$ cat src/rtl/cam_pixel_capture.sv
// ---------------------------------------------------------------------------
// cam_pixel_capture
//   Frame-capture stage behind the OV7670 input synchronisers (pclk domain).
//   It decodes frame timing from VSYNC and line timing from HREF. It packs each
//   pair of RGB565 bytes into one RGB332 pixel and writes it to the
//   frame-buffer RAM at a linear address. It also reports frame completion and
//   an overflow status for the control side.
//
//   Optional feature: define CAM_FRAME_CNT_EN to add the 8-bit frame_cnt
//   output. The counter wraps 255 -> 0 and steps together with frame_done.
//
// Ports
//   pclk        in   camera pixel clock, all logic on posedge
//   Reset       in   synchronous, active-high reset
//   vsync       in   synchronised VSYNC, high = vertical blanking
//   href        in   synchronised HREF, high = valid byte on cam_data
//   cam_data    in   synchronised camera byte
//   px_data     out  RGB332 pixel {R[2:0],G[2:0],B[1:0]}
//   px_addr     out  write address = pixels already written this frame
//   px_we       out  one-cycle write strobe for px_data/px_addr
//   frame_done  out  one-cycle pulse at the end of a captured frame
//   ovf         out  sticky: the frame delivered more than MAX_PIX pixels
//   frame_cnt   out  (CAM_FRAME_CNT_EN only) completed-frame counter
// ---------------------------------------------------------------------------
module cam_pixel_capture #(
    parameter int AW       = 15,
    parameter int H_PIXELS = 160,
    parameter int V_LINES  = 120
) (
    input  logic          pclk,
    input  logic          Reset,
    input  logic          vsync,
    input  logic          href,
    input  logic [7:0]    cam_data,
    output logic [7:0]    px_data,
    output logic [AW-1:0] px_addr,
    output logic          px_we,
    output logic          frame_done,
`ifdef CAM_FRAME_CNT_EN
    output logic [7:0]    frame_cnt,
`endif
    output logic          ovf
);

    localparam int            MAX_PIX   = H_PIXELS * V_LINES;
    localparam logic [AW:0]   MAX_PIX_W = (AW+1)'(MAX_PIX);

    typedef enum logic [0:0] {
        S_WAIT_VS = 1'b0,
        S_FRAME   = 1'b1
    } state_t;

    state_t        state_q;
    logic          vs_q;
    logic          phase_q;
    logic [7:0]    byte1_q;
    logic          done_pend_q;
    logic [7:0]    px_data_q;
    logic [AW-1:0] px_addr_q;
    logic          px_we_q;
    logic          frame_done_q;
    logic          ovf_q;
`ifdef CAM_FRAME_CNT_EN
    logic [7:0]    frame_cnt_q;
`endif

    // px_addr_q only advances the cycle after a strobe. A strobe that is still
    // in flight must therefore be counted when testing the frame limit.
    logic [AW:0] written;
    logic        cap_hit;
    logic        vs_fall;
    logic        vs_rise;
    logic        pix_done;

    assign written  = {1'b0, px_addr_q} + (AW+1)'(px_we_q);
    assign cap_hit  = (written >= MAX_PIX_W);
    assign vs_fall  = vs_q & ~vsync;
    assign vs_rise  = ~vs_q & vsync;
    assign pix_done = href & phase_q & ~cap_hit;

    always_ff @(posedge pclk) begin
        if (Reset) begin
            state_q      <= S_WAIT_VS;
            vs_q         <= 1'b0;
            phase_q      <= 1'b0;
            byte1_q      <= 8'h00;
            done_pend_q  <= 1'b0;
            px_data_q    <= 8'h00;
            px_addr_q    <= '0;
            px_we_q      <= 1'b0;
            frame_done_q <= 1'b0;
            ovf_q        <= 1'b0;
`ifdef CAM_FRAME_CNT_EN
            frame_cnt_q  <= 8'h00;
`endif
        end else begin
            vs_q         <= vsync;
            px_we_q      <= 1'b0;
            frame_done_q <= 1'b0;
            done_pend_q  <= 1'b0;
            if (px_we_q) begin
                px_addr_q <= px_addr_q + AW'(1);
            end

            case (state_q)
                S_WAIT_VS: begin
                    // Deferred pulse: the frame ended on the cycle of its
                    // last pixel, so the write strobe goes out first.
                    if (done_pend_q) begin
                        frame_done_q <= 1'b1;
`ifdef CAM_FRAME_CNT_EN
                        frame_cnt_q  <= frame_cnt_q + 8'd1;
`endif
                    end
                    if (vs_fall) begin
                        state_q   <= S_FRAME;
                        px_addr_q <= '0;
                        phase_q   <= 1'b0;
                        ovf_q     <= 1'b0;
                    end
                end

                S_FRAME: begin
                    if (href) begin
                        if (!phase_q) begin
                            byte1_q <= cam_data;
                            phase_q <= 1'b1;
                        end else begin
                            phase_q <= 1'b0;
                            if (cap_hit) begin
                                ovf_q <= 1'b1;
                            end else begin
                                // byte1 = R[4:0],G[5:3]; cam_data = G[2:0],B[4:0]
                                px_data_q <= {byte1_q[7:5], byte1_q[2:0], cam_data[4:3]};
                                px_we_q   <= 1'b1;
                            end
                        end
                    end else begin
                        // A line that ends on an odd byte drops the half pixel.
                        phase_q <= 1'b0;
                    end

                    if (vs_rise) begin
                        state_q <= S_WAIT_VS;
                        if (pix_done) begin
                            done_pend_q <= 1'b1;
                        end else begin
                            frame_done_q <= 1'b1;
`ifdef CAM_FRAME_CNT_EN
                            frame_cnt_q  <= frame_cnt_q + 8'd1;
`endif
                        end
                    end
                end

                default: state_q <= S_WAIT_VS;
            endcase
        end
    end

    assign px_data    = px_data_q;
    assign px_addr    = px_addr_q;
    assign px_we      = px_we_q;
    assign frame_done = frame_done_q;
    assign ovf        = ovf_q;
`ifdef CAM_FRAME_CNT_EN
    assign frame_cnt  = frame_cnt_q;
`endif

endmodule

$ cat config.mk
export PLATFORM = sky130hd
export DESIGN_NAME = cam_pixel_capture
export DESIGN_NICKNAME = d
export VERILOG_FILES = /design/src/rtl/cam_pixel_capture.sv
export SDC_FILE = /design/constraint.sdc
export NUM_CORES = 1
export LEC_CHECK = 0
export ABC_AREA = 1
export CORE_UTILIZATION = 40
export CTS_CLUSTER_SIZE = 28
export DETAILED_ROUTE_END_ITERATION = 8
export HOLD_SLACK_MARGIN = 0.05
export PLACE_DENSITY = 0.75
export SLEW_MARGIN = 25
export SYNTH_ARGS = -nofsm -noshare
export SYNTH_HDL_FRONTEND = slang
export SYNTH_SLANG_ARGS = --single-unit
export TNS_END_PERCENT = 30
$ cat constraint.sdc
create_clock -name pclk -period 2.2 [get_ports pclk]
set_input_delay 0.33 -clock pclk [delete_from_list [all_inputs] [get_ports pclk]]
set_output_delay 0.33 -clock pclk [all_outputs]
set_load 0.02 [all_outputs]
==> flow_summary.html <==
<table>
<tr><th>Metric</th><th>Value</th></tr>
<tr><th colspan="2">Place</th></tr>
<tr><td>Routability congestion estimate</td><td>between 0.9 and 1</td></tr>
<tr><td>Setup Slack @ Placement</td><td>around 0.042 ns</td></tr>
<tr><td>Cell area after placement</td><td>around 2300 µm²</td></tr>
<tr><td>Number of input and output port buffers inserted</td><td>37</td></tr>
<tr><td>Estimated wirelength of the detail-placed design</td><td>around 3.2 mm</td></tr>
<tr><th colspan="2">Clock network</th></tr>
<tr><td>Clk pin slew, worst setup/hold paths</td><td>about 0.070 ns</td></tr>
<tr><td>TritonCTS buffer count</td><td>5</td></tr>
<tr><td>Clock Latency Late Sink</td><td>between 0.2 and 0.3 ns</td></tr>
<tr><td>CTS tree</td><td>yes</td></tr>
<tr><td>Hold Buf Count CTS</td><td>0</td></tr>
<tr><td>Maximum clock insertion buffer count</td><td>2</td></tr>
<tr><td>Cell at the root of the clock tree</td><td>sky130_fd_sc_hd__clkbuf_8</td></tr>
<tr><td>Count of clock tree sinks</td><td>36</td></tr>
<tr><td># H-tree levels</td><td>2</td></tr>
<tr><th colspan="2">Detailed routing</th></tr>
<tr><td>Wire length per cell after detailed routing</td><td>about 12 µm</td></tr>
<tr><td>Detailed-routed wire length on met3</td><td>roughly 260 µm</td></tr>
<tr><td>Iteration-0 DRC Markers</td><td>129</td></tr>
<tr><td>Remaining design rule violation count</td><td>0</td></tr>
<tr><td>Post-detailed-route via-to-cell ratio</td><td>4.90</td></tr>
<tr><td>Met1 Routed Length</td><td>around 2.0 mm</td></tr>
<tr><td>Detailed Routing Iterations Pass 1</td><td>6</td></tr>
<tr><td>Remaining antenna violation count after routing</td><td>0</td></tr>
<tr><td>Top metal layer carrying routed signals</td><td>met4</td></tr>
<tr><td>Vias after detailed routing</td><td>around 1,800</td></tr>
<tr><td>Length of routed met2 wiring</td><td>between 2 and 2.5 mm</td></tr>
<tr><td>Routed WL</td><td>approximately 4.3 mm</td></tr>
<tr><th colspan="2">Pwr</th></tr>
<tr><td>Internal cell power</td><td>a little over 1 mW</td></tr>
<tr><td>Share of total power consumed by net switching</td><td>about a fifth</td></tr>
<tr><td>Portion of total power attributed to sequential cells</td><td>51.1%</td></tr>
<tr><td>Part of the power in combinational logic</td><td>between 4 and 5%</td></tr>
<tr><td>Total leakage power</td><td>a little under 1 nW</td></tr>
<tr><td>Switching component of the power</td><td>between 0.2 and 0.3 mW</td></tr>
<tr><td>Share of power burned in the clock network</td><td>around 45%</td></tr>
<tr><td>Worst VDD drop</td><td>0.300 mV</td></tr>
<tr><td>PwrDens</td><td>519 nW/µm²</td></tr>
<tr><th colspan="2">Die</th></tr>
<tr><td>Std-Cell Rows</td><td>24</td></tr>
<tr><td>Die area</td><td>5020 µm²</td></tr>
<tr><td>Core outline area</td><td>4440 µm²</td></tr>
<tr><td>Number of top-level design ports</td><td>38</td></tr>
<tr><td>Horizontal die dimension</td><td>70.8 µm</td></tr>
<tr><td>Floorplan die height</td><td>slightly above 70 µm</td></tr>
<tr><td>Starting density of the core</td><td>roughly 43%</td></tr>
<tr><th colspan="2">STA</th></tr>
<tr><td>Setup slack of the critical path after layout</td><td>0.129 ns</td></tr>
<tr><td>Final Hold Violating Endpoints</td><td>0</td></tr>
<tr><td>Period utilisation layout</td><td>a little over nine tenths</td></tr>
<tr><td>Number of setup violations in the final report</td><td>0</td></tr>
<tr><td>Number of max-slew violations in the final report</td><td>0</td></tr>
<tr><td>Max-Slew Margin vs Limit</td><td>between 60% and 70%</td></tr>
<tr><td>Final period demand of the worst path</td><td>a little over 2 ns</td></tr>
<tr><td>Achievable frequency</td><td>483 MHz</td></tr>
<tr><td>Actual slew at the worst max-slew pin</td><td>between 0.4 and 0.5 ns</td></tr>
<tr><td>Clock skew after layout</td><td>just over 0.009 ns</td></tr>
<tr><td>Setup TNS Final</td><td>0 ns</td></tr>
<tr><td>RSZ-0062 raised after global routing</td><td>false</td></tr>
<tr><th colspan="2">GRT</th></tr>
<tr><td>Initial antenna violation count</td><td>0</td></tr>
<tr><td>Number of global-route vias before repair</td><td>between 1,500 and 2,000</td></tr>
<tr><td>Wire length of the first global-routing pass</td><td>between 7 and 8 mm</td></tr>
<tr><td>Remaining global-route overflow</td><td>0</td></tr>
<tr><td>Maximum number of pins on one net before global-route repair</td><td>18</td></tr>
<tr><td>Gr usage total</td><td>about 18%</td></tr>
<tr><th colspan="2">Synth</th></tr>
<tr><td>Cell count after synthesis</td><td>270</td></tr>
<tr><td>#FFs+latches synth</td><td>36</td></tr>
<tr><td>Post-synth top area share</td><td>a little under two fifths</td></tr>
<tr><td>Sequential fraction of the synthesis area</td><td>approximately two fifths</td></tr>
<tr><td>Largest area contributor in the netlist</td><td>sky130_fd_sc_hd__dfxtp_1</td></tr>
<tr><td>Number of distinct library cells after synthesis</td><td>31</td></tr>
<tr><td>Combined area of all synthesized cells</td><td>about 1900 µm²</td></tr>
<tr><td>Average footprint of a synthesized cell</td><td>around 7 µm²</td></tr>
<tr><td>Synthesized net count</td><td>285</td></tr>
<tr><td>Top cells by area in the synthesized netlist</td><td>sky130_fd_sc_hd__dfxtp_1, sky130_fd_sc_hd__nand2_1, sky130_fd_sc_hd__inv_1</td></tr>
<tr><td>Number of warnings issued by yosys</td><td>0</td></tr>
<tr><th colspan="2">Final layout</th></tr>
<tr><td>Area added between synthesis and finish</td><td>30.9%</td></tr>
<tr><td>Share of final-layout standard cells stronger than drive strength 1</td><td>between 10 and 15%</td></tr>
<tr><td>Final antenna diode count</td><td>0</td></tr>
<tr><td>Nets</td><td>about 330</td></tr>
<tr><td>Design area</td><td>between 2000 and 2500 µm²</td></tr>
<tr><th colspan="2">Run</th></tr>
<tr><td>Number of max-cap violations</td><td>0</td></tr>
<tr><th colspan="2">Worst setup path</th></tr>
<tr><td>Maximum fanout along the worst path</td><td>7</td></tr>
<tr><td>Required time worst endpoint</td><td>around 2.4 ns</td></tr>
<tr><td>Type of the worst setup path</td><td>reg2reg</td></tr>
<tr><td>Nature of the critical path startpoint</td><td>flop</td></tr>
<tr><td>Critical Path AT</td><td>approximately 2.3 ns</td></tr>
<tr><td>Worst Setup End Kind</td><td>flop</td></tr>
<tr><th colspan="2">Hold path</th></tr>
<tr><td>Worst hold path class</td><td>reg2reg</td></tr>
<tr><th colspan="2">Outcome</th></tr>
<tr><td>Run status</td><td>complete, no violations</td></tr>
</table>
-- routing by layer --
layer,vias up,track usage [%]
met3,4,4.56
met4,0,8.44
met1,805,24.6
li1,950,-
met2,54,27.9
met5,-,0
-- power by group through the flow --
stage               Sequential, mW  Clock, mW  Combinational, mW
finish                       0.658      0.573             0.0567
global route                 0.659      0.615             0.0638
CTS                          0.658      0.586             0.0567
detailed placement           0.673          0             0.0566
global placement             0.673          0             0.0560
floorplan                    0.674          0             0.0251
-- cells in the mapped netlist --
cell,instances
sky130_fd_sc_hd__nor3_1,4
sky130_fd_sc_hd__a21boi_2,1
sky130_fd_sc_hd__nand2_1,56
sky130_fd_sc_hd__xnor2_1,1
sky130_fd_sc_hd__a21oi_4,1
sky130_fd_sc_hd__nand3_1,14
sky130_fd_sc_hd__nor2_1,32
sky130_fd_sc_hd__or2_0,1
sky130_fd_sc_hd__a31oi_1,1
sky130_fd_sc_hd__buf_2,1
sky130_fd_sc_hd__nor4_1,2
sky130_fd_sc_hd__nand2_2,7
sky130_fd_sc_hd__nand2_4,1
sky130_fd_sc_hd__ha_1,3
sky130_fd_sc_hd__nand4_2,1
sky130_fd_sc_hd__inv_2,6
sky130_fd_sc_hd__buf_6,2
sky130_fd_sc_hd__mux2i_1,1
sky130_fd_sc_hd__a21oi_1,14
sky130_fd_sc_hd__clkbuf_1,2
sky130_fd_sc_hd__nor2_4,3
sky130_fd_sc_hd__nand4_1,15
sky130_fd_sc_hd__inv_1,44
sky130_fd_sc_hd__a211oi_1,1
sky130_fd_sc_hd__nor3_2,3
sky130_fd_sc_hd__o21ai_0,9
sky130_fd_sc_hd__nor2_2,2
sky130_fd_sc_hd__nand3_2,1
sky130_fd_sc_hd__nand3_4,1
sky130_fd_sc_hd__xor2_1,4
sky130_fd_sc_hd__dfxtp_1,36
-- flip-flops by register name, summed over array words and instances, names as in the netlist --
register and cells:
frame_done 1, state_q 1, px_we 1, px_data 8
done_pend_q 1, phase_q 1, vs_q 1, byte1_q 6
ovf 1, px_addr 15
-- worst paths after layout --
path                                start  slack [ns]                      end  cells after the start
hold reg to reg   byte1_q[5]$_SDFFE_PP0P_        0.46  byte1_q[5]$_SDFFE_PP0P_                      2
setup reg to reg    px_addr[0]$_SDFF_PP0_        0.13  px_data[3]$_SDFFE_PP0P_                     14
hold / removal    byte1_q[5]$_SDFFE_PP0P_        0.46  byte1_q[5]$_SDFFE_PP0P_                      2
setup / recovery    px_addr[0]$_SDFF_PP0_        0.13  px_data[3]$_SDFFE_PP0P_                     14
-- area by class of cell --
| type | count | area [µm²] |
|---|---|---|
| fill | 416 | 1960 |
| inverter | 50 | 188 |
| clock inverter | 2 | 35.0 |
| tap | 52 | 65.1 |
| multi-input combinational | 180 | 975 |
| clock buffer | 6 | 72.6 |
| sequential | 36 | 723 |
| timing repair buffer | 44 | 423 |
-- per-stage QoR --
| step | power, mW | std cells | hold slack (ns) | util (%) |
|---|---|---|---|---|
| after global routing | 1.34 | 370 | 0.480 | 55.8 |
| after detailed placement | 0.730 | 358 | 0.455 | 52.3 |
| after CTS | 1.30 | 366 | 0.465 | 54.8 |
| final | 1.29 | 370 | 0.464 | 55.8 |
| after global placement | 0.729 | 358 | 0.444 | 52.3 |
| after floorplan | 0.699 | 270 | 0.399 | - |
-- cell families (layout without fill, tap and decap cells) --
group	after synthesis	in the layout	synth area share, %
adder cells (fa/ha/maj)	3	3	1.98
AO/OA/AOI/OAI	27	27	8.25
multiplexers	1	1	0.528
AND/OR/NAND/NOR	143	144	37.2
XOR/XNOR	5	5	2.31
flip-flops	36	36	38.0
buffers and inverters	55	102	11.7
-- placed cells by master, fill, tap and decap left out, drive strengths merged, types with 2 or more instances in the layout --
| master | synthesis | final |
|---|---|---|
| xor2 | 4 | 4 |
| nor3 | 7 | 7 |
| ha | 3 | 3 |
| o21ai | 9 | 9 |
| inv | 50 | 50 |
| nand4 | 16 | 16 |
| clkdlybuf4s50 | 0 | 37 |
| nand3 | 16 | 17 |
| nand2 | 64 | 64 |
| clkbuf | 2 | 6 |
| buf | 3 | 7 |
| nor4 | 2 | 2 |
| nor2 | 37 | 37 |
| dfxtp | 36 | 36 |
| a21oi | 15 | 15 |
-- critical path: stages (launching register included) --
cell                      delay (ns)
sky130_fd_sc_hd__dfxtp_2        0.36
sky130_fd_sc_hd__ha_2           0.20
sky130_fd_sc_hd__ha_1           0.16
sky130_fd_sc_hd__inv_1          0.07
sky130_fd_sc_hd__nor2_4         0.13
sky130_fd_sc_hd__nand3_1        0.09
sky130_fd_sc_hd__nand2_1        0.07
sky130_fd_sc_hd__nand2_1        0.06
sky130_fd_sc_hd__inv_2          0.07
sky130_fd_sc_hd__nand2_4        0.07
sky130_fd_sc_hd__a21oi_4        0.29
sky130_fd_sc_hd__buf_4          0.18
sky130_fd_sc_hd__nand4_1        0.08
sky130_fd_sc_hd__nand2_1        0.09
sky130_fd_sc_hd__nor2_1         0.05
-- timing repair --
item,CTS,global route
resized for setup,0,5
endpoints found under the setup margin,0,10
buffers inserted,0,3
Power figures use the tool's default switching activity.
